File: config.mk
export PLATFORM = sky130hd
export DESIGN_NAME = binary_search
export DESIGN_NICKNAME = d
export VERILOG_FILES = /design/src/rtl/binary_search_pkg.sv /design/src/rtl/binary_search.sv
export SDC_FILE = /design/constraint.sdc
export NUM_CORES = 1
export LEC_CHECK = 0
export ABC_CLOCK_PERIOD_IN_PS = 4900
export BUFFER_PORTS_ARGS = -buffer_cell sky130_fd_sc_hd__buf_2
export CORE_AREA = 2 2 168 170
export CTS_CLUSTER_DIAMETER = 80
export CTS_CLUSTER_SIZE = 20
export DETAILED_ROUTE_END_ITERATION = 8
export DIE_AREA = 0 0 170 172
export GPL_TIMING_DRIVEN = 0
export PLACE_DENSITY = 0.48
export SLEW_MARGIN = 20
export SYNTH_ARGS = -nofsm -noshare
export SYNTH_HDL_FRONTEND = slang
export SYNTH_SLANG_ARGS = --single-unit
export TNS_END_PERCENT = 10
File: constraint.sdc
create_clock -name clk -period 4.9 [get_ports clk]
set_input_delay 0.245 -clock clk [delete_from_list [all_inputs] [get_ports clk]]
set_output_delay 0.245 -clock clk [all_outputs]
set_load 0.005 [all_outputs]
File: src/rtl/binary_search_pkg.sv
// Shared constants and types for the maxima-table binary search.
package binary_search_pkg;

  localparam int unsigned N      = 16;
  localparam int unsigned IDX_W  = 4;
  localparam int unsigned DATA_W = 25;
  localparam int unsigned MAG_W  = 16;
  localparam int unsigned BIN_W  = 9;

  // One table entry: frequency bin on top, magnitude in the low bits.
  typedef struct packed {
    logic [BIN_W-1:0] bin;
    logic [MAG_W-1:0] mag;
  } maxima_t;

  typedef enum logic [1:0] {
    IDLE   = 2'd0,
    SEARCH = 2'd1,
    DONE   = 2'd2
  } state_t;

endpackage

File: src/rtl/binary_search.sv
// Sequential binary search over the sorted maxima table.
// Returns the largest index whose magnitude is strictly below the candidate
// magnitude (0 if none) and whether the candidate beats the smallest entry.
// Optional build macro: BINARY_SEARCH_BUSY_EN adds a registered busy output.
module binary_search
  import binary_search_pkg::*;
(
  input  logic              clk,
  input  logic              reset,
  input  logic [DATA_W-1:0] maximas [N-1:0],
  input  logic              start,
  input  logic [DATA_W-1:0] current_number,
`ifdef BINARY_SEARCH_BUSY_EN
  output logic              busy,
`endif
  output logic              found,
  output logic              should_insert_in_maximas,
  output logic [IDX_W-1:0]  index_left,
  output logic [IDX_W-1:0]  index_right
);

  localparam int unsigned SUM_W = IDX_W + 1;

  state_t             state_q, state_d;
  logic [IDX_W-1:0]   lo_d, hi_d;
  logic [MAG_W-1:0]   key_q, key_d;
  logic               found_d;
  logic               insert_d;
  logic [SUM_W-1:0]   mid_sum;
  logic [IDX_W-1:0]   mid;
  logic               mid_less;
  logic               first_less;
  logic               unused_bins;

  // Upper midpoint of the live range and the two magnitude comparisons.
  always_comb begin
    mid_sum    = SUM_W'(index_left) + SUM_W'(index_right) + SUM_W'(1);
    mid        = mid_sum[SUM_W-1:1];
    mid_less   = maximas[mid][MAG_W-1:0] < key_q;
    first_less = maximas[0][MAG_W-1:0] < key_q;
  end

  // Bin fields take no part in the ordering.
  always_comb begin
    unused_bins = ^current_number[DATA_W-1:MAG_W];
    for (int i = 0; i < int'(N); i++) begin
      unused_bins = unused_bins ^ (^maximas[i][DATA_W-1:MAG_W]);
    end
  end

  // State register.
  always_ff @(posedge clk or posedge reset) begin
    if (reset) state_q <= IDLE;
    else       state_q <= state_d;
  end

  // Next-state and next-output logic.
  always_comb begin
    state_d  = state_q;
    lo_d     = index_left;
    hi_d     = index_right;
    key_d    = key_q;
    found_d  = 1'b0;
    insert_d = should_insert_in_maximas;
    case (state_q)
      IDLE: begin
        if (start) begin
          key_d   = current_number[MAG_W-1:0];
          lo_d    = '0;
          hi_d    = IDX_W'(N - 1);
          state_d = SEARCH;
        end
      end
      SEARCH: begin
        if (index_left == index_right) begin
          state_d = DONE;
        end else if (mid_less) begin
          lo_d = mid;
        end else begin
          hi_d = mid - IDX_W'(1);
        end
      end
      DONE: begin
        found_d  = 1'b1;
        insert_d = first_less;
        state_d  = IDLE;
      end
      default: state_d = IDLE;
    endcase
  end

  // Datapath and output registers; bounds drive the index outputs directly.
  always_ff @(posedge clk or posedge reset) begin
    if (reset) begin
      key_q                    <= '0;
      index_left               <= '0;
      index_right              <= '0;
      found                    <= 1'b0;
      should_insert_in_maximas <= 1'b0;
    end else begin
      key_q                    <= key_d;
      index_left               <= lo_d;
      index_right              <= hi_d;
      found                    <= found_d;
      should_insert_in_maximas <= insert_d;
    end
  end

`ifdef BINARY_SEARCH_BUSY_EN
  // Busy mirrors "not idle" one register stage from the next-state decode.
  always_ff @(posedge clk or posedge reset) begin
    if (reset) busy <= 1'b0;
    else       busy <= (state_d != IDLE);
  end
`endif

endmodule

==> results.md, run 1 <==
- The flow ran to the end, and the final reports show no timing, DRC or antenna violations.
- The total count of max-transition violations in the final report is 0.
- Summed over all layers, the global routing overflow is 0.
- For this run, the post-layout net count is 1,124.
- Setup repair after global routing left no endpoint under its margin.
- By count the netlist is led by sky130_fd_sc_hd__mux4_2 (60), sky130_fd_sc_hd__nand2_1 (56), sky130_fd_sc_hd__ha_1 (35).
- Clock latency on the worst-skew pair, taken at its later pin, is approximately 270 ps.
- The wire length on met3 is approximately 1300 um.
- By startpoint and endpoint, the worst setup path is classified as register to register.
- The number of placed I/O pins is ~440.
- In the final layout, the share of cells above drive strength 1 is 0.580.
- The region available for standard cell placement spans 27,500 sq um.
- The reported max-cap violation count is 0.
- The synthesized netlist net count is between 800 and 900.
- Across all layers, the routed design uses about 4,300 vias.
- The first-pass GRT wire length is between 20,000 and 30,000 um.
- The first-pass iteration count of the detailed router is 4.
- On the final layout, the worst hold slack is roughly 59 ps.
- Clock tree synthesis inserted a total of 3 buffers.
- The die area is between 20,000 and 30,000 sq um.
- The number of hold violations in the final report is 0.
- STA classifies the critical path endpoint as a register.
- Across every metal layer, demand over resource in global routing totals 0.132.
- For the worst setup path, the data arrival time is roughly 4900 ps.
- Yosys mapped the design onto 47 distinct sky130hd cell types.
- The fraction of post-synthesis cell area in the top cell type by area is 0.345.
- Setup violations remaining at the end of the flow were counted as 0.
- The cell depth of the worst flop-to-flop path is 17.
- Synthesis inferred 28 register bits.
- The Yosys step of the flow raised 0 warnings.
- The number of routed nets with antenna violations is 0.
- The tightest min-delay check is of the primary input to async pin type.
- The library cell occupying the most area in the post-synthesis netlist is sky130_fd_sc_hd__mux4_2.
- The die width is around 170 um.
- VDD sags by at most just under 0.5 mV.
- After synthesis, the mean cell area works out to 10.7 sq um.
- The worst pin sits at a relative slew slack of 0.589.
- The relative area change from synthesis to final layout is 52.2%.
- In the routed design, unresolved DRC markers number 0.
- The average wire length per cell after detail routing is 20.1 um.
- The kind of launch point of the worst setup path is a register.
- The initial utilization of the core area, before any placement, comes to 0.143.
- The CTS tree is done.
- The highest metal layer carrying signal wires in the routed design is met5.
- At the pin with the least slew margin, the transition time is 616 ps.
- The number of buffers inserted by port buffering is around 280.
- The via count of the first global-routing pass came to around 4,400.
- The clock transition at the register clock pins on the worst setup and hold paths after CTS is 70 ps.
- The initialized floorplan defines between 60 and 70 standard-cell rows.
- Clock tree synthesis found a total of 28 sinks.
- The synthesized design contains 0 enable-type register cells.
- Yosys attributes the largest share of cell area to sky130_fd_sc_hd__mux4_2 (34%), sky130_fd_sc_hd__dfrtp_1 (18%), sky130_fd_sc_hd__ha_1 (11%), sky130_fd_sc_hd__a22oi_1 (5.9%), sky130_fd_sc_hd__nand2_1 (5.4%).
- The endpoint of the lowest-slack register-to-register path is index_left[2].
- The analysis attributes to cell leakage a power of 2.81 nW.
- Measured along the y axis, the die boundary spans 172 um.
- The most used flip-flop cell after synthesis is sky130_fd_sc_hd__dfrtp_1.
- Entering global routing, the biggest net connects 29 pins.
- The aggregate negative setup slack is 0 ps.
- The clock passes through at most 2 buffers.
- Subtracting the final worst setup slack from the clock period gives approximately 4700 ps.
- At the worst endpoint, the required time is ~5100 ps.
- The sum of routed wire length over all layers is between 20,000 and 25,000 um.
- The worst register-to-register path has a setup slack of between 200 and 250 ps.
- After synthesis the cells add up to about 3900 sq um.
- The number of levels the H-tree was split into is 1.
- The number of antenna violations at the first check in global routing is 8.
- The most instantiated library cell after synthesis is sky130_fd_sc_hd__mux4_2.
- The worst clock skew is around 4.3 ps.
- For this design the ratio of total power to cell area is 1250 nW/um^2.
- The clock root buffer master is sky130_fd_sc_hd__clkbuf_16.
- The top achievable clock speed is about 0.21 GHz.
- The design draws around 0.0075 W.
- The synthesized instance count is approximately 370.
- The fraction of synthesis flops using an asynchronous set or reset pin is 1.00.
- Once detailed placement completed, the half-perimeter wirelength came to roughly 18,000 um.
- Using the TritonRoute via totals, the vias-per-cell ratio works out to about 4.3.
- The detailed router put a total of ~8600 um of wire on met1.
- The launch point of the worst reg-to-reg path is index_right[2].
- The highest net fanout along the worst path is 10.
- The post-route clock period utilization is 0.952.
- The met2 wire length is roughly 10,000 um.
- The global placement routability congestion is 0.826.
- The initial detailed-routing violation count is a little under 200.
- The share of the Yosys chip area taken by registers is 0.179.
## layout by cell type, fill, tap and decap left out, drive strengths merged, types with 2 or more instances in the layout
master and instances:
buf 292, mux4 60, nand2 56, ha 35, a22oi 31, dfrtp 28
o21ai 25, inv 23, clkbuf 21, nor2 10, mux2i 8, a21oi 8
nand4 7, a211oi 6, a21o 5, diode 4, or3 4, o221a 4
xnor2 4, nand3 3, nand2b 3, o21a 3, nor2b 2, o31a 2
nor3b 2, nor3 2
## per-layer routing
| metal | vias to the layer above | track usage |
|---|---|---|
| met4 | 8 | 0.0364 |
| met5 | - | 0 |
| met1 | 2066 | 0.171 |
| met3 | 21 | 0.0256 |
| li1 | 2052 | - |
| met2 | 183 | 0.226 |
## state kept, by name, indices dropped and copies added (netlist names)
name,cells
state_q,2
key_q,16
should_insert_in_maximas,1
index_right,4
index_left,4
found,1
## report_power, final
part / internal [W] / switching, W / total [W]
registers: 0.000356 / 0.0000734 / 0.000429
clock network: 0.000125 / 0.0000801 / 0.000205
logic: 0.00315 / 0.00370 / 0.00686
## cells by family (layout without fill, tap and decap cells)
group / count (synthesis) / in the layout / synth area share
mux: 68 / 68 / 0.365
flops: 28 / 28 / 0.179
simple gates: 94 / 94 / 0.108
xor+xnor: 5 / 5 / 0.0179
compound gates: 91 / 91 / 0.167
buf+inv: 46 / 337 / 0.0463
other cells: 0 / 4 / 0
fa+ha+maj: 36 / 36 / 0.117
## how the worst max path moves through the flow
stage / startpoint / endpoint / slack [ps]
2_1_floorplan: index_left[0] / index_left[0] / 350
3_3_place_gp: index_right[0] / index_left[2] / -980
3_5_place_dp: index_right[0] / index_left[2] / -950
4_1_cts: index_right[0] / index_left[2] / 5
5_1_grt: index_right[2] / index_left[2] / 10
6_report: index_right[2] / index_left[2] / 230
## metrics by stage
step / cell area [sq um] / setup slack [ps] / std cells / util
2_1_floorplan: 3920 / 354 / 368 / -
3_3_place_gp: 5780 / -978 / 998 / 0.210
3_5_place_dp: 5790 / -949 / 999 / 0.211
4_1_cts: 5920 / 4.94 / 1004 / 0.215
5_1_grt: 5960 / 10.9 / 1007 / 0.217
6_report: 5970 / 233 / 1009 / 0.217
## critical path, cell delays in order (launching register included)
cell	delay, ps
sky130_fd_sc_hd__dfrtp_1	440
sky130_fd_sc_hd__ha_1	420
sky130_fd_sc_hd__nand2_1	70
sky130_fd_sc_hd__o21a_2	250
sky130_fd_sc_hd__xnor2_4	370
sky130_fd_sc_hd__clkbuf_4	380
sky130_fd_sc_hd__mux4_2	350
sky130_fd_sc_hd__a22oi_1	370
sky130_fd_sc_hd__nand2_1	120
sky130_fd_sc_hd__ha_1	320
sky130_fd_sc_hd__a21oi_1	130
sky130_fd_sc_hd__a21oi_1	90
sky130_fd_sc_hd__o31a_1	300
sky130_fd_sc_hd__a311oi_2	240
sky130_fd_sc_hd__buf_4	190
sky130_fd_sc_hd__nand2_1	90
sky130_fd_sc_hd__a21oi_4	220
sky130_fd_sc_hd__mux2i_1	220
## timing repair
action | CTS | global route
hold buffers | 0 | 0
resized for setup | 31 | 19
setup endpoints to repair | 8 | 8
cloned | 0 | 0
buffers inserted | 1 | 1
pin swaps | 1 | 1
## layout make-up
| class | count | area (sq um) |
|---|---|---|
| sequential | 28 | 701 |
| multi-input combinational | 294 | 3060 |
| tap | 346 | 433 |
| timing repair buffer | 287 | 1450 |
| buffer | 22 | 130 |
| inverter | 24 | 95.1 |
| fill | 3108 | 21500 |
| antenna | 4 | 10.0 |
| clock buffer | 4 | 88.8 |
Power figures use the tool's default switching activity.
==> run 2: changes to the inputs <==
--- a/config.mk
+++ b/config.mk
@@ -6,14 +6,14 @@
 export NUM_CORES = 1
 export LEC_CHECK = 0
 export ABC_CLOCK_PERIOD_IN_PS = 4900
-export BUFFER_PORTS_ARGS = -buffer_cell sky130_fd_sc_hd__buf_2
 export CORE_AREA = 2 2 168 170
 export CTS_CLUSTER_DIAMETER = 80
 export CTS_CLUSTER_SIZE = 20
 export DETAILED_ROUTE_END_ITERATION = 8
 export DIE_AREA = 0 0 170 172
+export DONT_BUFFER_PORTS = 1
 export GPL_TIMING_DRIVEN = 0
-export PLACE_DENSITY = 0.48
+export PLACE_DENSITY = 0.34
 export SLEW_MARGIN = 20
 export SYNTH_ARGS = -nofsm -noshare
 export SYNTH_HDL_FRONTEND = slang
==> run 2 against run 1 <==
  * Register-to-register slack better by 70 ps
  * Non-clock buffer count down 283
  * Fmax up 1.6%
  * Critical endpoint is now index_left[0]
  * Highest routed layer unchanged
==> results.md, run 2 (same netlist as run 1, synthesis figures left out) <==
- Result of the run: completed (unchanged).
- The number of hold violations in the final report is 0 (unchanged).
- The clock insertion delay at the later pin of the skew report is 260 ps (was 270 ps).
- The kind of cell adding the most delay to the critical path is compound AO/OA/AOI/OAI gates (unchanged).
- For hold timing, the worst endpoint is key_q[14].
- The global-route met2 utilization came to 0.211 (was 0.226).
- The class of the worst hold path is primary input to register (was primary input to async pin).
- The hold path startpoint is current_number[14].
- The global placement routability congestion is 0.865 (was 0.826).
- The endpoint of the lowest-slack register-to-register path is index_left[0] (was index_left[2]).
- The signal arrival time at the worst endpoint came to 4780 ps (was 4860 ps).
- The flip-flop count of the largest register, all copies and words added is 16 (unchanged).
- The register with the highest flop count is key_q (unchanged).
- The hold path depth is 2.
- The CTS tree was done (unchanged).
- The via count of the first global-routing pass was 3,787 (was 4,388).
- The critical path data required time is 5080 ps (was 5090 ps).
- The delay contributed by the slowest stage of the critical path is 650 ps (was 440 ps).
- The die outline height is 172 um (unchanged).
- The final core utilization is 0.166 (was 0.217).
- The setup slack of the worst register-to-register path is 300 ps (was 230 ps).
- The all-layer global routing usage is 0.125 (was 0.132).
- The launch point of the worst reg-to-reg path is index_right[0] (was index_right[2]).
- The worst clock skew is 3.25 ps (was 4.34 ps).
- The number of buffers inserted by port buffering is 0 (was 284).
- The overall overflow remaining after global route is 0 (unchanged).
- The number of vias per cell after detailed routing is 4.77 (was 4.29).
- The clock transition at the register clock pins on the worst setup and hold paths after CTS is 70 ps (about the same).
- The placement-stage cell area came to 4350 sq um (was 5790 sq um).
- The sum of routed wire length over all layers is 19,200 um (was 20,300 um).
- Regs by FF count: key_q x16, index_left x4, index_right x4 (unchanged).
- The met3 capacity usage during global routing is 0.0284 (was 0.0256).
- The final setup violation count is 0 (unchanged).
- The first-pass GRT wire length is 25,900 um (was 27,900 um).
- The kind of launch point of the worst setup path was a register (unchanged).
- The routing usage on met1 is 0.159 (was 0.171).
- The pin count of the biggest net entering global routing is 29 (unchanged).
- The count of non-filler cells in the finished layout is 722 (was 1,009).
- The nature of the critical path endpoint is a register (unchanged).
- The number of fill cells in the layout came to 3,076 (was 3,108).
- The number of buffer and inverter stages on the critical path is 4 (was 2).
- The total CTS buffers came to 3 (unchanged).
- The initial detailed-routing violation count is 226 (was 196).
- The number of levels the H-tree was split into was 1 (unchanged).
- The buffer levels on the longest clock path is 2 (unchanged).
- The sink count of the clock tree is 28 (unchanged).
- The share of layout cells above drive strength 1 is 0.264 (was 0.580).
- The net total in the final layout came to 841 (was 1,124).
- The total count of max-transition violations in the final report is 0 (unchanged).
- The core area came to 27,500 sq um (unchanged).
- The die area is 29,200 sq um (unchanged).
- The number of placement rows is 61 (unchanged).
- The number of routed nets with antenna violations is 0 (unchanged).
- The busiest metal layer after global routing is met2 (unchanged).
- The post-layout minimum cycle time is 4600 ps (was 4670 ps).
- The critical path class is register to register (unchanged).
- The number of placed I/O pins was 438 (unchanged).
- The overall via count from detail_route is 3,443 (was 4,330).
- The cell depth of the worst flop-to-flop path is 16 (was 17).
- Unrepaired setup endpoints after global routing: false (unchanged).
- The first-pass iteration count of the detailed router is 4 (unchanged).
- Commonest cells after routing, fill and taps aside: sky130_fd_sc_hd__mux4_2 (60), sky130_fd_sc_hd__nand2_1 (56), sky130_fd_sc_hd__ha_1 (35), sky130_fd_sc_hd__a22oi_1 (31), sky130_fd_sc_hd__dfrtp_1 (28) (was sky130_fd_sc_hd__buf_2 (286), sky130_fd_sc_hd__mux4_2 (60), sky130_fd_sc_hd__nand2_1 (56), sky130_fd_sc_hd__ha_1 (35), sky130_fd_sc_hd__a22oi_1 (31)).
- The cell with the largest stage delay on the worst path is sky130_fd_sc_hd__fa_2 (was sky130_fd_sc_hd__dfrtp_1).
- The remaining routing DRC violations came to 0 (unchanged).
- The average wire length per cell after detail routing is 26.6 um (was 20.1 um).
- The starting utilization of the core area is 0.143 (unchanged).
- The top achievable clock speed was 0.218 GHz (was 0.214 GHz).
- The post-route clock period utilization is 0.938 (was 0.952).
- The highest net fanout along the worst path is 10 (unchanged).
- The final non-filler cell area is 4570 sq um (was 5970 sq um).
- The remaining max-slew budget at the tightest pin is 0.592 (was 0.589).
- The most common cell after layout, fill and taps aside is sky130_fd_sc_hd__mux4_2 (was sky130_fd_sc_hd__buf_2).
- The number of antenna violations at the first check in global routing is 3 (was 8).
- The placed wire-length estimate after detailed placement was 17,300 um (was 18,400 um).
- The clock root buffer master is sky130_fd_sc_hd__clkbuf_16 (unchanged).
- The die width came to 170 um (unchanged).
- The relative area change from synthesis to final layout is 16.4% (was 52.2%).
- The placed instance count is 714 (was 999).
- The reported max-cap violation count is 0 (unchanged).
- The pin slew with the least headroom to its limit was 611 ps (was 616 ps).
- Crit path cell chain: inv_1 > ha_1 > fa_2 > clkinv_4 > buf_6 > mux4_2 > a22oi_1 > nand2_1 > ha_1 > a2111oi_0 > o21ai_0 > a311oi_2 > buf_4 > nand2_1 > a21oi_4 > mux2i_1 (was ha_1 > nand2_1 > o21a_2 > xnor2_4 > clkbuf_4 > mux4_2 > a22oi_1 > nand2_1 > ha_1 > a21oi_1 > a21oi_1 > o31a_1 > a311oi_2 > buf_4 > nand2_1 > a21oi_4 > mux2i_1).
## run 2: cell count changes in the layout (fill, tap and decap cells not counted), sizes merged
cell,delta
buf,-283
diode,-3
clkbuf,-2
dlygate4sd3,+1
## run 2: final cells by class
| class | instances | area, sq um | area share |
|---|---|---|---|
| Sequential cell | 28 | 701 | 0.153 |
| Inverter | 24 | 95.1 | 0.0208 |
| Timing Repair Buffer | 4 | 45.0 | 0.00987 |
| Tap cell | 346 | 433 | 0.0948 |
| Multi-Input combinational cell | 294 | 3070 | 0.673 |
| Clock buffer | 3 | 75.1 | 0.0164 |
| Antenna cell | 1 | 2.50 | 0.000548 |
| Buffer | 22 | 144 | 0.0315 |
## run 2: repair_timing
action | CTS | global route
resized for setup | 39 | 19
pin swaps | 1 | 1
setup endpoints to repair | 8 | 8
buffers inserted | 2 | 1
hold buffers | 0 | 1
endpoints found under the hold margin | 0 | 14
## run 2: stage by stage
step / hold WS [ps] / setup TNS (ps) / setup slack, ps
2_1_floorplan: 310 / 0 / 354
3_3_place_gp: 373 / -7880 / -1040
3_5_place_dp: 373 / -8180 / -1100
4_1_cts: 94.5 / 0 / 16.2
5_1_grt: 105 / 0 / 9.06
6_report: 100 / 0 / 305
## run 2: how the worst max path moves through the flow
stage                         from             end  cells past startpoint
floorplan            index_left[0]   index_left[0]                     15
global placement    index_right[0]   index_left[0]                     16
detailed placement  index_right[0]   index_left[0]                     15
CTS                 index_right[2]   index_left[0]                     17
global route        index_right[0]  index_right[3]                     16
finish              index_right[0]   index_left[0]                     16
## run 2: per-layer routing
layer  part of all wire  wire length [um]
met1               0.41              7860
met4              0.019               367
met5             0.0019                37
met2               0.49              9440
met3              0.077              1490
Power of run 2 is left out: the tool's default activity adds up to more than one toggle a clock period on the data nets, which glitch-free logic cannot reach.
